File: config.mk
export PLATFORM = sky130hd
export DESIGN_NAME = ps2_host_tx_flat
export DESIGN_NICKNAME = d
export VERILOG_FILES = /design/src/rtl/ps2_host_tx_if.sv /design/src/rtl/ps2_host_tx.sv /design/src/flat_wrapper.sv
export SDC_FILE = /design/constraint.sdc
export NUM_CORES = 1
export LEC_CHECK = 0
export ABC_AREA = 1
export BUFFER_PORTS_ARGS = -buffer_cell sky130_fd_sc_hd__buf_4
export CAP_MARGIN = 20
export CORE_MARGIN = 1
export CORE_UTILIZATION = 60
export CTS_BUF_LIST = sky130_fd_sc_hd__clkbuf_8
export DETAILED_ROUTE_END_ITERATION = 16
export MAX_ROUTING_LAYER = met4
export PLACE_DENSITY_LB_ADDON = 0.15
export SLEW_MARGIN = 20
export SYNTH_ARGS = -nofsm -noshare
export SYNTH_HDL_FRONTEND = slang
export SYNTH_SLANG_ARGS = --single-unit
export TNS_END_PERCENT = 5
File: constraint.sdc
create_clock -name clk25 -period 4.4 [get_ports clk25]
set_clock_uncertainty 0.2 [all_clocks]
set_input_delay 1.32 -clock clk25 [delete_from_list [all_inputs] [get_ports clk25]]
set_output_delay 1.32 -clock clk25 [all_outputs]
set_load 0.005 [all_outputs]
File: src/rtl/ps2_host_tx_if.sv
// Command-side port bundle of the PS/2 host transmitter: request in, status out.
// tx_start is a one-cycle request that is taken only while busy is 0; tx_data is
// captured on that cycle, and done pulses once per taken request with ack_ok/timeout valid.
interface ps2_host_tx_if;
  logic [7:0] tx_data;
  logic       tx_start;
  logic       busy;
  logic       done;
  logic       ack_ok;
  logic       timeout;
  logic [2:0] dbg_state;

  modport master (
    output tx_data,
    output tx_start,
    input  busy,
    input  done,
    input  ack_ok,
    input  timeout,
    input  dbg_state
  );

  modport slave (
    input  tx_data,
    input  tx_start,
    output busy,
    output done,
    output ack_ok,
    output timeout,
    output dbg_state
  );
endinterface

File: src/rtl/ps2_host_tx.sv
// Host-to-device PS/2 byte transmitter: request-to-send, 11-bit frame shifted on
// device clock falling edges, ack capture, and start/packet timeouts.
module ps2_host_tx #(
  parameter int INHIBIT_CYCLES = 2500,
  parameter int START_TIMEOUT  = 375000,
  parameter int PACKET_TIMEOUT = 50000,
  parameter int FILTER_LEN     = 8
) (
  input  logic          clk25,
  input  logic          rst,
  ps2_host_tx_if.slave  host,
  input  logic          ps2_clk_in,
  input  logic          ps2_dat_in,
  output logic          ps2_clk_oe,
  output logic          ps2_dat_oe
);

  localparam int MAX_A = (INHIBIT_CYCLES > START_TIMEOUT) ? INHIBIT_CYCLES : START_TIMEOUT;
  localparam int MAX_P = (MAX_A > PACKET_TIMEOUT) ? MAX_A : PACKET_TIMEOUT;
  localparam int CW    = $clog2(MAX_P) + 1;
  localparam int FW    = $clog2(FILTER_LEN) + 1;

  localparam logic [CW-1:0] CNT_MAX    = '1;
  localparam logic [CW-1:0] INH_LAST   = CW'(INHIBIT_CYCLES - 1);
  localparam logic [CW-1:0] INH_DAT    = CW'((INHIBIT_CYCLES >= 2) ? INHIBIT_CYCLES - 2 : 0);
  localparam logic [CW-1:0] START_LAST = CW'(START_TIMEOUT - 1);
  localparam logic [CW-1:0] PKT_LAST   = CW'(PACKET_TIMEOUT - 1);
  localparam logic [FW-1:0] FILT_LAST  = FW'(FILTER_LEN - 1);

  localparam logic [2:0] ST_IDLE    = 3'd0;
  localparam logic [2:0] ST_INHIBIT = 3'd1;
  localparam logic [2:0] ST_RELEASE = 3'd2;
  localparam logic [2:0] ST_SHIFT   = 3'd3;
  localparam logic [2:0] ST_ACK     = 3'd4;
  localparam logic [2:0] ST_RECOVER = 3'd5;

  // Index 0 is the clock pin, index 1 the data pin.
  logic [1:0]    sync1_q, sync1_d;
  logic [1:0]    sync2_q, sync2_d;
  logic [1:0]    filt_q, filt_d;
  logic [FW-1:0] fcnt_q [2];
  logic [FW-1:0] fcnt_d [2];
  logic          clk_fall;

  logic [2:0]    state_q, state_d;
  logic [CW-1:0] cnt_q, cnt_d;
  logic [CW-1:0] pkt_cnt_q, pkt_cnt_d;
  logic [3:0]    bit_idx_q, bit_idx_d;
  logic [9:0]    frame_q, frame_d;
  logic          clk_oe_q, clk_oe_d;
  logic          dat_oe_q, dat_oe_d;
  logic          busy_q, busy_d;
  logic          done_q, done_d;
  logic          ack_ok_q, ack_ok_d;
  logic          timeout_q, timeout_d;
  logic          to_entry_q, to_entry_d;

  logic [CW-1:0] cnt_inc;
  logic [CW-1:0] pkt_inc;
  logic          pkt_expired;

  // A new level is accepted only after FILTER_LEN consecutive samples disagree with the old one.
  always_comb begin
    sync1_d = {ps2_dat_in, ps2_clk_in};
    sync2_d = sync1_q;
    filt_d  = filt_q;
    for (int i = 0; i < 2; i++) begin
      fcnt_d[i] = '0;
      if (sync2_q[i] != filt_q[i]) begin
        if (fcnt_q[i] >= FILT_LAST) begin
          filt_d[i] = sync2_q[i];
        end else begin
          fcnt_d[i] = fcnt_q[i] + 1'b1;
        end
      end
    end
  end

  assign clk_fall = filt_q[0] & ~filt_d[0];

  always_comb begin
    state_d     = state_q;
    cnt_d       = cnt_q;
    pkt_cnt_d   = pkt_cnt_q;
    bit_idx_d   = bit_idx_q;
    frame_d     = frame_q;
    clk_oe_d    = clk_oe_q;
    dat_oe_d    = dat_oe_q;
    busy_d      = busy_q;
    done_d      = 1'b0;
    ack_ok_d    = ack_ok_q;
    timeout_d   = timeout_q;
    to_entry_d  = to_entry_q;
    cnt_inc     = (cnt_q == CNT_MAX) ? cnt_q : cnt_q + 1'b1;
    pkt_inc     = (pkt_cnt_q == CNT_MAX) ? pkt_cnt_q : pkt_cnt_q + 1'b1;
    pkt_expired = (pkt_cnt_q >= PKT_LAST);

    case (state_q)
      ST_IDLE: begin
        clk_oe_d = 1'b0;
        dat_oe_d = 1'b0;
        busy_d   = 1'b0;
        if (host.tx_start) begin
          // Frame bits after the start bit: data LSB first, odd parity, stop.
          frame_d   = {1'b1, ~^host.tx_data, host.tx_data};
          busy_d    = 1'b1;
          clk_oe_d  = 1'b1;
          cnt_d     = '0;
          ack_ok_d  = 1'b0;
          timeout_d = 1'b0;
          state_d   = ST_INHIBIT;
        end
      end

      ST_INHIBIT: begin
        cnt_d = cnt_inc;
        // Start bit goes low one cycle before the clock is let go.
        if (cnt_q >= INH_DAT) dat_oe_d = 1'b1;
        if (cnt_q >= INH_LAST) begin
          clk_oe_d = 1'b0;
          dat_oe_d = 1'b1;
          cnt_d    = '0;
          state_d  = ST_RELEASE;
        end
      end

      ST_RELEASE: begin
        cnt_d = cnt_inc;
        if (clk_fall) begin
          dat_oe_d  = ~frame_q[0];
          bit_idx_d = 4'd1;
          pkt_cnt_d = '0;
          state_d   = ST_SHIFT;
        end else if (cnt_q >= START_LAST) begin
          clk_oe_d   = 1'b0;
          dat_oe_d   = 1'b0;
          timeout_d  = 1'b1;
          ack_ok_d   = 1'b0;
          to_entry_d = 1'b1;
          cnt_d      = '0;
          state_d    = ST_RECOVER;
        end
      end

      ST_SHIFT: begin
        pkt_cnt_d = pkt_inc;
        if (pkt_expired) begin
          clk_oe_d   = 1'b0;
          dat_oe_d   = 1'b0;
          timeout_d  = 1'b1;
          ack_ok_d   = 1'b0;
          to_entry_d = 1'b1;
          cnt_d      = '0;
          state_d    = ST_RECOVER;
        end else if (clk_fall) begin
          dat_oe_d = ~frame_q[bit_idx_q];
          if (bit_idx_q == 4'd9) begin
            state_d = ST_ACK;
          end else begin
            bit_idx_d = bit_idx_q + 4'd1;
          end
        end
      end

      ST_ACK: begin
        pkt_cnt_d = pkt_inc;
        dat_oe_d  = 1'b0;
        if (pkt_expired) begin
          clk_oe_d   = 1'b0;
          timeout_d  = 1'b1;
          ack_ok_d   = 1'b0;
          to_entry_d = 1'b1;
          cnt_d      = '0;
          state_d    = ST_RECOVER;
        end else if (clk_fall) begin
          ack_ok_d   = ~filt_q[1];
          timeout_d  = 1'b0;
          to_entry_d = 1'b0;
          cnt_d      = '0;
          state_d    = ST_RECOVER;
        end
      end

      ST_RECOVER: begin
        clk_oe_d = 1'b0;
        dat_oe_d = 1'b0;
        cnt_d    = cnt_inc;
        if (to_entry_q || (filt_q == 2'b11)) begin
          done_d     = 1'b1;
          busy_d     = 1'b0;
          to_entry_d = 1'b0;
          state_d    = ST_IDLE;
        end else if (cnt_q >= PKT_LAST) begin
          // Bus never went idle after the frame.
          done_d    = 1'b1;
          busy_d    = 1'b0;
          timeout_d = 1'b1;
          ack_ok_d  = 1'b0;
          state_d   = ST_IDLE;
        end
      end

      default: begin
        clk_oe_d = 1'b0;
        dat_oe_d = 1'b0;
        busy_d   = 1'b0;
        state_d  = ST_IDLE;
      end
    endcase
  end

  always_ff @(posedge clk25) begin
    if (rst) begin
      sync1_q    <= 2'b11;
      sync2_q    <= 2'b11;
      filt_q     <= 2'b11;
      fcnt_q[0]  <= '0;
      fcnt_q[1]  <= '0;
      state_q    <= ST_IDLE;
      cnt_q      <= '0;
      pkt_cnt_q  <= '0;
      bit_idx_q  <= '0;
      frame_q    <= '0;
      clk_oe_q   <= 1'b0;
      dat_oe_q   <= 1'b0;
      busy_q     <= 1'b0;
      done_q     <= 1'b0;
      ack_ok_q   <= 1'b0;
      timeout_q  <= 1'b0;
      to_entry_q <= 1'b0;
    end else begin
      sync1_q    <= sync1_d;
      sync2_q    <= sync2_d;
      filt_q     <= filt_d;
      fcnt_q[0]  <= fcnt_d[0];
      fcnt_q[1]  <= fcnt_d[1];
      state_q    <= state_d;
      cnt_q      <= cnt_d;
      pkt_cnt_q  <= pkt_cnt_d;
      bit_idx_q  <= bit_idx_d;
      frame_q    <= frame_d;
      clk_oe_q   <= clk_oe_d;
      dat_oe_q   <= dat_oe_d;
      busy_q     <= busy_d;
      done_q     <= done_d;
      ack_ok_q   <= ack_ok_d;
      timeout_q  <= timeout_d;
      to_entry_q <= to_entry_d;
    end
  end

  assign ps2_clk_oe     = clk_oe_q;
  assign ps2_dat_oe     = dat_oe_q;
  assign host.busy      = busy_q;
  assign host.done      = done_q;
  assign host.ack_ok    = ack_ok_q;
  assign host.timeout   = timeout_q;
  assign host.dbg_state = state_q;

endmodule

File: src/flat_wrapper.sv
// flat-port wrapper written by rule: the top's interface ports become plain ports
module ps2_host_tx_flat 
#(
  parameter int INHIBIT_CYCLES = 2500,
  parameter int START_TIMEOUT  = 375000,
  parameter int PACKET_TIMEOUT = 50000,
  parameter int FILTER_LEN     = 8
)
  (clk25, rst, ps2_clk_in, ps2_dat_in, ps2_clk_oe, ps2_dat_oe, host_tx_data, host_tx_start, host_busy, host_done, host_ack_ok, host_timeout, host_dbg_state);
  ps2_host_tx_if host_i ();
  input  logic clk25;
  input  logic rst;
  input  logic ps2_clk_in;
  input  logic ps2_dat_in;
  output logic ps2_clk_oe;
  output logic ps2_dat_oe;
  input wire logic [$bits(host_i.tx_data)-1:0] host_tx_data;
  input wire logic [$bits(host_i.tx_start)-1:0] host_tx_start;
  output wire logic [$bits(host_i.busy)-1:0] host_busy;
  output wire logic [$bits(host_i.done)-1:0] host_done;
  output wire logic [$bits(host_i.ack_ok)-1:0] host_ack_ok;
  output wire logic [$bits(host_i.timeout)-1:0] host_timeout;
  output wire logic [$bits(host_i.dbg_state)-1:0] host_dbg_state;
  assign host_i.tx_data = host_tx_data;
  assign host_i.tx_start = host_tx_start;
  assign host_busy = host_i.busy;
  assign host_done = host_i.done;
  assign host_ack_ok = host_i.ack_ok;
  assign host_timeout = host_i.timeout;
  assign host_dbg_state = host_i.dbg_state;
  ps2_host_tx #(.INHIBIT_CYCLES(INHIBIT_CYCLES), .START_TIMEOUT(START_TIMEOUT), .PACKET_TIMEOUT(PACKET_TIMEOUT), .FILTER_LEN(FILTER_LEN)) u_core (.clk25(clk25), .rst(rst), .host(host_i), .ps2_clk_in(ps2_clk_in), .ps2_dat_in(ps2_dat_in), .ps2_clk_oe(ps2_clk_oe), .ps2_dat_oe(ps2_dat_oe));
endmodule
==> Implementation_results.wiki <==
{| class="wikitable"
! Metric !! Value
|-
| Result of the run || finished, final reports clean
|-
| Estimated wirelength of the detail-placed design || between 8 and 9 mm
|-
| Cells on worst reg2reg path || 12
|-
| Data arrival, critical path || about 2.8 ns
|-
| Starting Density || 0.622
|-
| I/O pin cnt || 22
|-
| Number of enable-type register cells in the synthesized netlist || 0
|-
| Die W || 91.5 um
|-
| Post-Place Cell Area || 4980 um^2
|-
| Final weighted congestion in routability-driven placement || approximately 0.91
|-
| CTS Buf Count || 9
|-
| Initial antenna violation count || 0
|-
| Average wire per standard cell || between 10 and 15 um
|-
| Post CTS Setup Buffer Count || 0
|-
| WP data required || 4.43 ns
|-
| Share of flip-flops with an asynchronous set or reset after synthesis || 0
|-
| Synthesized instance count || between 700 and 800
|-
| Crit Path Max Fanout || 20
|-
| Global Route Usage Sum || 0.293
|-
| Element type at the critical path end || flop
|-
| ANT cells || 0
|-
| Final setup fails || 0
|-
| Relative slew margins || 0.473
|-
| Final-stage net count || slightly below 800
|-
| Warning count from the yosys run || 0
|-
| CTS tree || yes
|-
| Ratio of cells with drive above 1 in the final layout || 0.122
|-
| Maximum count of clock buffers along a single path || 2
|-
| Iteration-0 DRC Markers || 240
|-
| Netlist area before placement || approximately 4800 um^2
|-
| Pins Over Slew Limit || 0
|-
| DRC errors left || 0
|-
| Total via count in the routed design || 4691
|-
| IO buf count || 21
|-
| Maximum number of pins on one net before global-route repair || 41
|-
| Worst setup path endpoint || u_core.cnt_q[1]
|-
| Class of the tightest hold or removal check || reg -> reg
|-
| Setup crit start kind || flop
|-
| RR Startpoint || u_core.pkt_cnt_q[0]
|-
| Worst slew pin tran || ~0.79 ns
|-
| Library cell used as clock root buffer || clkbuf_8
|-
| Net count after synthesis || 765
|-
| Destination of the worst register-to-register timing path || u_core.cnt_q[1]
|-
| Critical path class || reg -> reg
|-
| Fmax || ~0.37 GHz
|-
| Worst vdd ir || approximately 0.00024 V
|-
| Register bit count reported by yosys || 78
|-
| Relative area change from synthesis to final layout || 7.54%
|-
| Footprint of the flip-flops and latches || about 1600 um^2
|-
| Final total negative setup slack || 0 ns
|-
| Y dimension of the die || 91.5 um
|-
| Total of max-cap violations || 0
|-
| Number of rows in the core area || 32
|-
| Reg2Reg Setup Slack || about 1.7 ns
|-
| Clock slew at the register clock pins of the worst setup and hold paths || 0.08 ns
|-
| TritonCTS Sinks || slightly below 80
|-
| Clk_lat worst skew || between 0.3 and 0.4 ns
|-
| Wire length of the first global-routing pass || 19.6 mm
|-
| FILL cells || ~680
|-
| Setup repair after global routing missed its margin || no
|-
| Post-Layout Inst Area || ~5200 um^2
|-
| Post-synthesis area per instance || roughly 6.5 um^2
|-
| Most common flop cell mapped by yosys || dfxtp_1
|-
| Number of vias per cell || about 5.4
|-
| TritonRoute pass-1 iters || 5
|-
| Leak || ~2.1 nW
|-
| Total area of multi-input combinational cells || 2780 um^2
|-
| Fin crit share || 0.622
|-
| Total Die Area || between 8000 and 9000 um^2
|-
| H-tree depth reported by CTS || 3
|-
| Distinct cells, synth || 42
|-
| Drt total wl || 11.1 mm
|-
| Aggregate global routing overflow || 0
|-
| Power density over the cells || 386 nW/um^2
|-
| Crit path time final || roughly 2.7 ns
|-
| CP Launch Point || u_core.pkt_cnt_q[0]
|-
| Vias in the first global route || ~4500
|-
| Detail Route Antenna Nets || 0
|-
| Number of buffers added to fix hold violations after cts || 0
|-
| Post-CTS resize count || 0
|-
| Hold violation count in the final report || 0
|-
| Sequential share of the synthesized area || 0.325
|-
| Placeable Area || 7730 um^2
|}
cells by family (layout without fill, tap and decap cells):
kind of cell / after synthesis / count (layout) / share of synthesized area
XOR/XNOR: 23 / 23 / 0.0419
buffers and inverters: 113 / 130 / 0.0970
adder cells (fa/ha/maj): 7 / 7 / 0.0182
multiplexers: 1 / 1 / 0.00208
AO/OA/AOI/OAI: 110 / 110 / 0.123
flip-flops: 78 / 78 / 0.325
AND/OR/NAND/NOR: 413 / 413 / 0.393
power breakdown:
group / switching [mW] / leakage, nW / internal, mW
logic: 0.424 / 1.40 / 0.212
clock network: 0.274 / 0.104 / 0.254
registers: 0.0593 / 0.633 / 0.774
total: 0.757 / 2.14 / 1.24
final cells by class:
cell class                 instances  area share
timing repair buffer              21      0.0305
clock inverter                     4     0.00581
multi-input combinational        554       0.538
inverter                          93      0.0675
clock buffer                      12      0.0319
sequential                        78       0.302
tap                              102      0.0247
critical path, cell delays in order (launching register included):
cell,delay [ns]
dfxtp_1,0.47
ha_1,0.28
nand3_1,0.10
nor2_1,0.20
a21oi_4,0.12
nand2_2,0.16
nor2_4,0.06
inv_2,0.04
nand3b_1,0.54
nand2_1,0.22
inv_1,0.06
nor2_1,0.12
nor2_1,0.05
synth_stat cells, drive strengths merged, types with 7 or more instances:
master	n	share of area
ha	7	0.018
clkbuf	7	0.0055
nand4	23	0.031
nand3	64	0.070
o21ai	35	0.037
inv	93	0.073
dfxtp	78	0.32
nor3	13	0.015
buf	13	0.019
xnor2	8	0.015
xor2	15	0.027
nor2	110	0.10
a21oi	64	0.070
nand2	189	0.16
stage by stage:
step                power (mW)  hold slack [ns]  std cells  utilization  setup WS (ns)
global placement          1.46            0.192        848        0.644           1.45
floorplan                 1.35            0.189        745            -           2.08
global route              2.15            0.235        864        0.669           1.42
finish                    2.00            0.222        864        0.669           1.66
detailed placement        1.48            0.199        848        0.644           1.41
CTS                       2.00            0.219        864        0.669           1.67
layout by cell type, fill, tap and decap left out, types with 21 or more instances in the layout:
cell and count:
nor2_1 93, dfxtp_1 78, nand3_1 62, nand4_1 22
inv_1 79, a21oi_1 62, nand2_1 178, o21ai_0 27
buf_4 21
registers in the layout (all words and copies together), names as in the netlist, 2 cells and up:
signal,flops
u_core.cnt_q,20
u_core.fcnt_q,8
u_core.pkt_cnt_q,20
u_core.sync1_q,2
u_core.filt_q,2
u_core.bit_idx_q,4
u_core.frame_q,10
u_core.host.dbg_state,3
u_core.sync2_q,2
metal layers:
metal | global-route usage | wire, um | up-vias
met2 | 0.499 | 5340 | 95
met1 | 0.351 | 5140 | 2149
met3 | 0.0352 | 375 | 17
met5 | - | 0 | -
li1 | - | - | 2430
met4 | 0.119 | 204 | 0
worst min path at each step:
stage | slack [ns] | to | start | cells after the start
2_1_floorplan | 0.19 | u_core.sync2_q[0] | u_core.sync1_q[0] | 1
3_3_place_gp | 0.19 | u_core.sync2_q[0] | u_core.sync1_q[0] | 1
3_5_place_dp | 0.20 | u_core.sync2_q[1] | u_core.sync1_q[1] | 1
4_1_cts | 0.22 | u_core.sync2_q[1] | u_core.sync1_q[1] | 1
5_1_grt | 0.24 | u_core.sync2_q[0] | u_core.sync1_q[0] | 1
6_report | 0.22 | u_core.sync2_q[1] | u_core.sync1_q[1] | 1
(Power assumes the default switching activity.)
